[src/rtl/bit_serial_adder_pkg.sv]
// Shared definitions for the bit-serial adder: FSM state encoding.
package bit_serial_adder_pkg;

   // Encoding 2'd3 is never entered; the FSM treats it as IDLE on the next edge.
   typedef enum logic [1:0] {
      ST_IDLE  = 2'd0,
      ST_SHIFT = 2'd1,
      ST_DONE  = 2'd2
   } state_t;

endpackage

[src/rtl/bit_serial_adder_if.sv]
// Request/result bundle of the bit-serial adder; master drives operands, slave is the adder.
interface bit_serial_adder_if #(parameter int DATA_WIDTH = 8);
   logic                  Start_In;
   logic [DATA_WIDTH-1:0] Data_A_In;
   logic [DATA_WIDTH-1:0] Data_B_In;
   logic                  Carry_In;
   logic                  Ready_Out;
   logic                  Busy_Out;
   logic                  Done_Out;
   logic [DATA_WIDTH-1:0] Sum_Out;
   logic                  Carry_Out;

   modport master (
      output Start_In, Data_A_In, Data_B_In, Carry_In,
      input  Ready_Out, Busy_Out, Done_Out, Sum_Out, Carry_Out
   );

   modport slave (
      input  Start_In, Data_A_In, Data_B_In, Carry_In,
      output Ready_Out, Busy_Out, Done_Out, Sum_Out, Carry_Out
   );
endinterface

[src/rtl/bit_serial_adder_cell.sv]
// Combinational full adder built from two half-adder stages joined by an OR.
module serial_full_adder_cell (
   input  logic i_a,
   input  logic i_b,
   input  logic i_cin,
   output logic o_sum,
   output logic o_cout
);
   logic w_p;
   logic w_g;
   logic w_pc;

   assign w_p    = i_a ^ i_b;
   assign w_g    = i_a & i_b;
   assign o_sum  = w_p ^ i_cin;
   assign w_pc   = w_p & i_cin;
   assign o_cout = w_g | w_pc;
endmodule

[src/rtl/bit_serial_adder.sv]
// Multi-cycle adder: one full-adder cell consumes operands LSB-first, one bit per clock.
module bit_serial_adder
   import bit_serial_adder_pkg::*;
#(
   parameter int DATA_WIDTH = 8
) (
   input logic               Clock_In,
   input logic               Reset_In,
   bit_serial_adder_if.slave bus
);
   localparam int CNT_WIDTH = $clog2(DATA_WIDTH + 1);

   state_t                r_state;
   logic [CNT_WIDTH-1:0]  r_count;
   logic [DATA_WIDTH-1:0] r_a;
   logic [DATA_WIDTH-1:0] r_b;
   logic [DATA_WIDTH-1:0] r_sum;
   logic [DATA_WIDTH-1:0] r_sumOut;
   logic                  r_carry;
   logic                  r_carryOut;
   logic                  r_ready;
   logic                  r_busy;
   logic                  r_done;

   logic                  w_bitSum;
   logic                  w_bitCarry;
   logic                  w_lastBit;
   logic [DATA_WIDTH-1:0] w_sumNext;

   serial_full_adder_cell u_cell (
      .i_a    (r_a[0]),
      .i_b    (r_b[0]),
      .i_cin  (r_carry),
      .o_sum  (w_bitSum),
      .o_cout (w_bitCarry)
   );

   // New sum bit enters at the MSB so that after DATA_WIDTH shifts bit 0 sits at the LSB.
   always_comb begin
      w_sumNext                 = r_sum >> 1;
      w_sumNext[DATA_WIDTH-1]   = w_bitSum;
   end

   assign w_lastBit = (r_count == CNT_WIDTH'(DATA_WIDTH - 1));

   always_ff @(posedge Clock_In) begin
      if (Reset_In) begin
         r_state    <= ST_IDLE;
         r_count    <= '0;
         r_a        <= '0;
         r_b        <= '0;
         r_sum      <= '0;
         r_sumOut   <= '0;
         r_carry    <= 1'b0;
         r_carryOut <= 1'b0;
         r_ready    <= 1'b1;
         r_busy     <= 1'b0;
         r_done     <= 1'b0;
      end else begin
         case (r_state)
            ST_IDLE: begin
               if (bus.Start_In) begin
                  r_a     <= bus.Data_A_In;
                  r_b     <= bus.Data_B_In;
                  r_carry <= bus.Carry_In;
                  r_count <= '0;
                  r_state <= ST_SHIFT;
                  r_ready <= 1'b0;
                  r_busy  <= 1'b1;
               end
            end
            ST_SHIFT: begin
               r_a     <= r_a >> 1;
               r_b     <= r_b >> 1;
               r_sum   <= w_sumNext;
               r_carry <= w_bitCarry;
               r_count <= r_count + CNT_WIDTH'(1);
               if (w_lastBit) begin
                  r_sumOut   <= w_sumNext;
                  r_carryOut <= w_bitCarry;
                  r_done     <= 1'b1;
                  r_state    <= ST_DONE;
               end
            end
            ST_DONE: begin
               r_done  <= 1'b0;
               r_busy  <= 1'b0;
               r_ready <= 1'b1;
               r_state <= ST_IDLE;
            end
            default: begin
               r_done  <= 1'b0;
               r_busy  <= 1'b0;
               r_ready <= 1'b1;
               r_state <= ST_IDLE;
            end
         endcase
      end
   end

   assign bus.Ready_Out = r_ready;
   assign bus.Busy_Out  = r_busy;
   assign bus.Done_Out  = r_done;
   assign bus.Sum_Out   = r_sumOut;
   assign bus.Carry_Out = r_carryOut;
endmodule

[src/flat_wrapper.sv]
// flat-port wrapper written by rule: the top's interface ports become plain ports
module bit_serial_adder_flat import bit_serial_adder_pkg::*;
#(
   parameter int DATA_WIDTH = 8
)
  (Clock_In, Reset_In, bus_Start_In, bus_Data_A_In, bus_Data_B_In, bus_Carry_In, bus_Ready_Out, bus_Busy_Out, bus_Done_Out, bus_Sum_Out, bus_Carry_Out);
  bit_serial_adder_if #(.DATA_WIDTH(DATA_WIDTH)) bus_i ();
  input logic Clock_In;
  input logic Reset_In;
  input wire logic [$bits(bus_i.Start_In)-1:0] bus_Start_In;
  input wire logic [$bits(bus_i.Data_A_In)-1:0] bus_Data_A_In;
  input wire logic [$bits(bus_i.Data_B_In)-1:0] bus_Data_B_In;
  input wire logic [$bits(bus_i.Carry_In)-1:0] bus_Carry_In;
  output wire logic [$bits(bus_i.Ready_Out)-1:0] bus_Ready_Out;
  output wire logic [$bits(bus_i.Busy_Out)-1:0] bus_Busy_Out;
  output wire logic [$bits(bus_i.Done_Out)-1:0] bus_Done_Out;
  output wire logic [$bits(bus_i.Sum_Out)-1:0] bus_Sum_Out;
  output wire logic [$bits(bus_i.Carry_Out)-1:0] bus_Carry_Out;
  assign bus_i.Start_In = bus_Start_In;
  assign bus_i.Data_A_In = bus_Data_A_In;
  assign bus_i.Data_B_In = bus_Data_B_In;
  assign bus_i.Carry_In = bus_Carry_In;
  assign bus_Ready_Out = bus_i.Ready_Out;
  assign bus_Busy_Out = bus_i.Busy_Out;
  assign bus_Done_Out = bus_i.Done_Out;
  assign bus_Sum_Out = bus_i.Sum_Out;
  assign bus_Carry_Out = bus_i.Carry_Out;
  bit_serial_adder #(.DATA_WIDTH(DATA_WIDTH)) u_core (.Clock_In(Clock_In), .Reset_In(Reset_In), .bus(bus_i));
endmodule
[config.mk]
export PLATFORM = sky130hd
export DESIGN_NAME = bit_serial_adder_flat
export DESIGN_NICKNAME = d
export VERILOG_FILES = /design/src/rtl/bit_serial_adder_pkg.sv /design/src/rtl/bit_serial_adder_if.sv /design/src/rtl/bit_serial_adder_cell.sv /design/src/rtl/bit_serial_adder.sv /design/src/flat_wrapper.sv
export SDC_FILE = /design/constraint.sdc
export NUM_CORES = 1
export LEC_CHECK = 0
export CORE_MARGIN = 5
export CORE_UTILIZATION = 25
export DETAILED_ROUTE_END_ITERATION = 6
export GPL_TIMING_DRIVEN = 0
export MAX_ROUTING_LAYER = met4
export PLACE_DENSITY = 0.54
export RECOVER_POWER = 100
export SYNTH_ARGS = -nofsm -noshare
export SYNTH_HDL_FRONTEND = slang
export SYNTH_SLANG_ARGS = --single-unit
export TNS_END_PERCENT = 50
[constraint.sdc]
create_clock -name Clock_In -period 2.2 [get_ports Clock_In]
set_clock_uncertainty 0.05 [all_clocks]
set_input_delay 0.22 -clock Clock_In [delete_from_list [all_inputs] [get_ports Clock_In]]
set_output_delay 0.22 -clock Clock_In [all_outputs]
set_load 0.01 [all_outputs]
# ---- Word level (Yosys, flattened, before mapping)
# Index checks and enable logic that the tools add are counted.
dict set report op_classes {
  n_bitwise 7
  mux 17
  reduce_logical 7
  addsub 1
  eq_ne 4
}
# cell count
set op_table {}
lappend op_table {{$pmux 8 s2} 2}
lappend op_table {{$mux 8} 2}
lappend op_table {{$reduce_and 2->1} 5}
lappend op_table {{$pmux 1 s2} 4}
lappend op_table {{$pmux 4 s2} 1}
lappend op_table {{$add 4x1->4 const B} 1}
lappend op_table {{$eq 4x3->1 const B} 1}
lappend op_table {{$mux 1} 4}
lappend op_table {{$mux 2} 2}
lappend op_table {{$mux 4} 1}
lappend op_table {{$pmux 2 s2} 1}
lappend op_table {{$and 1x1->1} 2}
lappend op_table {{$eq 2x1->1 const B} 1}
lappend op_table {{$logic_not 2->1} 1}
lappend op_table {{$ne 2x1->1 const B} 1}
lappend op_table {{$ne 2x2->1 const B} 1}
lappend op_table {{$not 1->1} 2}
lappend op_table {{$reduce_bool 2->1} 1}
lappend op_table {{$xor 1x1->1} 2}
lappend op_table {{$or 1x1->1} 1}
dict set report word_totals {
  out_inout_bits 12
  ff_bits 43
  wordCells 47
  inputBits 20
}

# ---- Logic depth before layout (Yosys ltp)
dict set report logic_depth {
  depth_word 4
  depth_mapped 5
}

# ---- Cells and area by module
# Synthesis repeated with hierarchy kept, for this count alone.
dict set report unflattened {
  cells_unflattened 199
  area_unflattened_um2 1715.4
}
# mod area_per_inst_um2 n_inst cells_each
set by_module_without_submodules {}
lappend by_module_without_submodules {bit_serial_adder 1695.4 1 198}
lappend by_module_without_submodules {serial_full_adder_cell 20.0 1 1}

# ---- Worst setup path before layout
# OpenSTA, ideal clock, no wires.
dict set report synth_timing {
  path_kind {register to register}
  from {register u_core.r_count[0]}
  to {register u_core.r_sumOut[5], in the netlist u_core.bus.Sum_Out[5]}
  t_arrival_ps 1246
  path_stages_with_launch 6
  period_less_slack_ps 1411
  slack_ps 789
  setup_time_ps 116
  cell_sequence {dfxtp_1 > ha_1 > and4b_1 > and2_1 > buf_2 > a31o_1}
}
dict set report synth_between {
  elab_chain_cells 2
}
# item line_no
set synth_lines {}
lappend synth_lines {{from (decl)} bit_serial_adder.sv:14} ;# logic [CNT_WIDTH-1:0] r_count;
lappend synth_lines {{from (signal assigned)} bit_serial_adder.sv:77} ;# r_count <= r_count + CNT_WIDTH'(1);
lappend synth_lines {{$eq 4x3->1} bit_serial_adder.sv:44} ;# assign w_lastBit = (r_count == CNT_WIDTH'(DATA_WIDTH - 1));
lappend synth_lines {{$reduce_and 2->1 (no line)} -}
lappend synth_lines {{to (signal assigned)} bit_serial_adder.sv:79} ;# r_sumOut <= w_sumNext;
lappend synth_lines {{to (decl)} bit_serial_adder.sv:18} ;# logic [DATA_WIDTH-1:0] r_sumOut;
# Every way passes these cells.
# A chain may end at the register's enable or synchronous reset.

# ---- Worst setup path after layout
dict set report layout_timing {
  from {register u_core.r_state[0]}
  to {register u_core.r_sumOut[5], in the netlist u_core.bus.Sum_Out[5]}
}
dict set report layout_between {
  elab_chain_cells 2
}
# item line_no
set layout_lines {}
lappend layout_lines {{from (decl)} bit_serial_adder.sv:13} ;# state_t r_state;
lappend layout_lines {{from (signal assigned)} bit_serial_adder.sv:48} ;# r_state <= ST_IDLE;
lappend layout_lines {{from (signal assigned)} bit_serial_adder.sv:67} ;# r_state <= ST_SHIFT;
lappend layout_lines {{from (signal assigned)} bit_serial_adder.sv:82} ;# r_state <= ST_DONE;
lappend layout_lines {{$eq 2x1->1} bit_serial_adder.sv:60} ;# case (r_state)
lappend layout_lines {{$reduce_and 2->1 (no line)} -}
# Every way passes these cells.

==> results by group <==
Run status
  • Status: finished, final reports clean

Power and ir drop
  • Leakage: between 0.8 and 0.9 nW
  • Power Density: 678 mW/mm2
  • Maximum vdd drop: 0.000304 V

Floorplan
  • Die H: 93.1 um
  • Core Region: 0.00676 mm2
  • Chip width: 93.1 um
  • Initial Util: between 20 and 30%
  • Total die area: 0.00866 mm2
  • Rows: 30
  • Io pins: 32

STA
  • Fin. max-slew vios: 0
  • Peak Freq: 0.586 GHz
  • Tcrit/Tclk final: 77.6%
  • Hold Violations, Final: 0
  • Relative slew slack: 67.7%
  • Worst slew pin tran: 485 ps
  • Tmin final: 1710 ps
  • RSZ-0062 raised after global routing: false
  • TNS Setup: 0 ps
  • Finish-stage setup viols: 0

Cells and area
  • Post-layout util: around 33%
  • # nets final: 258
  • Area delta synth->final: 28.5%
  • Layout filler cell count: between 700 and 800
  • Fin cells: 317
  • Layout cell share with drive strength beyond 1: under 10%
  • Ant. Diodes: 0
  • Most common cell after layout, fill and taps aside: dfxtp_1
  • Area of the multi-input gates: around 800 um2
  • Most frequent cells in the layout: dfxtp_1, a21oi_1, clkdlybuf4s50_1, nand2_1, nor2_1
  • Seq. cell area: 841 um2

Routing
  • Wire per inst: 13.9 um
  • Vias per Instance: roughly 4.9
  • Final routed DRC violation total: 0
  • First-pass DRT Iterations: 4
  • Detail Route Antenna Nets: 0
  • Final wirelength: around 4400 um
  • Vias: 1545
  • Iter 0 DRT Violations: 61

Clocking
  • Clock sinks: 42
  • Clock Latency Late Sink: 290 ps
  • CTS Root Cell: clkbuf_8
  • Reg clk slew, reported paths: 80 ps
  • Cts repair resizes: 0
  • CTS HTree Levels: 2
  • Setup Buffers After CTS: 0
  • TritonCTS clock tree: built
  • Clock tree buffer depth: 2
  • Hold-fix buffers, CTS: 0
  • Number of CTS-inserted buffers: 5

Synthesis
  • Mapped Cells: 198
  • Predominant post-synthesis flop cell: dfxtp_1
  • Post-synth EDFFs: 0
  • Distinct cells, synth: 34
  • Register area share after synthesis: roughly half
  • Syn_nets: 220
  • #FFs+latches synth: 42
  • Asr flop ratio synth: 0%
  • Avg Cell Area, Syn: between 8 and 9 um2
  • Yosys warns: 0
  • Synthesized area: about 0.0017 mm2

Worst setup path
  • Arr. time, crit path: 1850 ps
  • CP Launch Type: register
  • Required time worst endpoint: 2340 ps
  • Setup CP Type: register to register
  • Worst Path Max Fanout: 10
  • Critical path endpoint category: register

GRT
  • Largest net degree at the start of global routing: 13
  • Gr usage total: 11.0%
  • Antenna violations before repair: 0
  • First-pass GRT wire length: 7450 um
  • Grt total ovfl: 0
  • Vias in the first global route: 1539

Hold path
  • Hold WC Path Type: register to register

Placed design
  • GPL Wtd Cong: around 0.7
  • PortBufs: 31
  • Placed cells: between 300 and 400
  • Post-DP HPWL: 3050 um

Job
  • Max-cap violations: 0
report_power, final:
group / internal, mW / switching (mW)
Sequential: 0.795 / 0.0197
Clock: 0.253 / 0.262
Combinational: 0.0826 / 0.0909
stage by stage:
step           hold WS (ps)  cell area (um2)  worst slack, ps  power, mW
2_1_floorplan           318             1730              789      0.934
3_3_place_gp            397             2140              392       1.01
3_5_place_dp            403             2140              403       1.01
4_1_cts                 414             2230              602       1.52
5_1_grt                 438             2220              361       1.57
6_report                408             2220              494       1.50
flip-flops by register name, indices dropped and copies added, names as in the netlist:
signal,cells
u_core.bus.Sum_Out,8
u_core.r_sum,7
u_core.bus.Ready_Out,1
u_core.bus.Busy_Out,1
u_core.r_b,8
u_core.bus.Carry_Out,1
u_core.r_carry,1
u_core.r_count,4
u_core.r_state,2
u_core.bus.Done_Out,1
u_core.r_a,8
synthesized netlist by cell type (all sizes together), types with 4 or more instances:
cell type | number | area share [%]
dfxtp | 42 | 49
a21oi | 31 | 9.0
nand2 | 17 | 3.7
o21ai | 16 | 4.6
nor2 | 15 | 3.3
nand2b | 10 | 3.6
o2bb2ai | 10 | 5.1
buf | 9 | 2.9
a31o | 8 | 4.1
clkbuf | 7 | 1.5
o22ai | 5 | 1.8
inv | 4 | 0.87
cell type report:
class	instances	share of cell area (%)
repair buffers	31	14.0
multi-input cells	136	35.8
clock inverters	1	0.226
plain buffers	16	2.99
clock buffers	7	3.89
well taps	80	4.51
flip-flops and latches	42	37.9
inverters	4	0.677
per-layer routing:
layer / global-route usage (%) / wire [um] / up-vias
li1: - / - / 784
met1: 14.0 / 2220 / 713
met2: 16.8 / 1920 / 41
met3: 2.49 / 204 / 7
met4: 4.40 / 61 / 0
met5: - / 0 / -
final timing paths:
path | slack (ps) | endpoint | start | depth (start not counted)
min | 410 | u_core.bus.Sum_Out[0]$_SDFFE_PP0P_ | u_core.bus.Sum_Out[0]$_SDFFE_PP0P_ | 2
max reg2reg | 490 | u_core.bus.Sum_Out[5]$_SDFFE_PP0P_ | u_core.r_state[0]$_SDFFE_PP0P_ | 5
min reg2reg | 410 | u_core.bus.Sum_Out[0]$_SDFFE_PP0P_ | u_core.bus.Sum_Out[0]$_SDFFE_PP0P_ | 2
max | 490 | u_core.bus.Sum_Out[5]$_SDFFE_PP0P_ | u_core.r_state[0]$_SDFFE_PP0P_ | 5
cell families (layout without fill, tap and decap cells):
family,Yosys count,in the layout,share of synthesized area (%)
AOI/OAI and AO/OA,78,78,28.3
and+or+nand+nor,55,55,15.2
DFF,42,42,48.7
buffers and inverters,20,59,5.29
adders and majority gates,2,2,1.89
muxes,1,1,0.580
critical path: stages, from the launching register on:
cell      delay, ps
dfxtp_1         310
clkbuf_1        310
and4b_1         350
buf_2           270
a21oi_1         110
a31o_1          200
No activity file was read; power rests on OpenSTA's default activity.
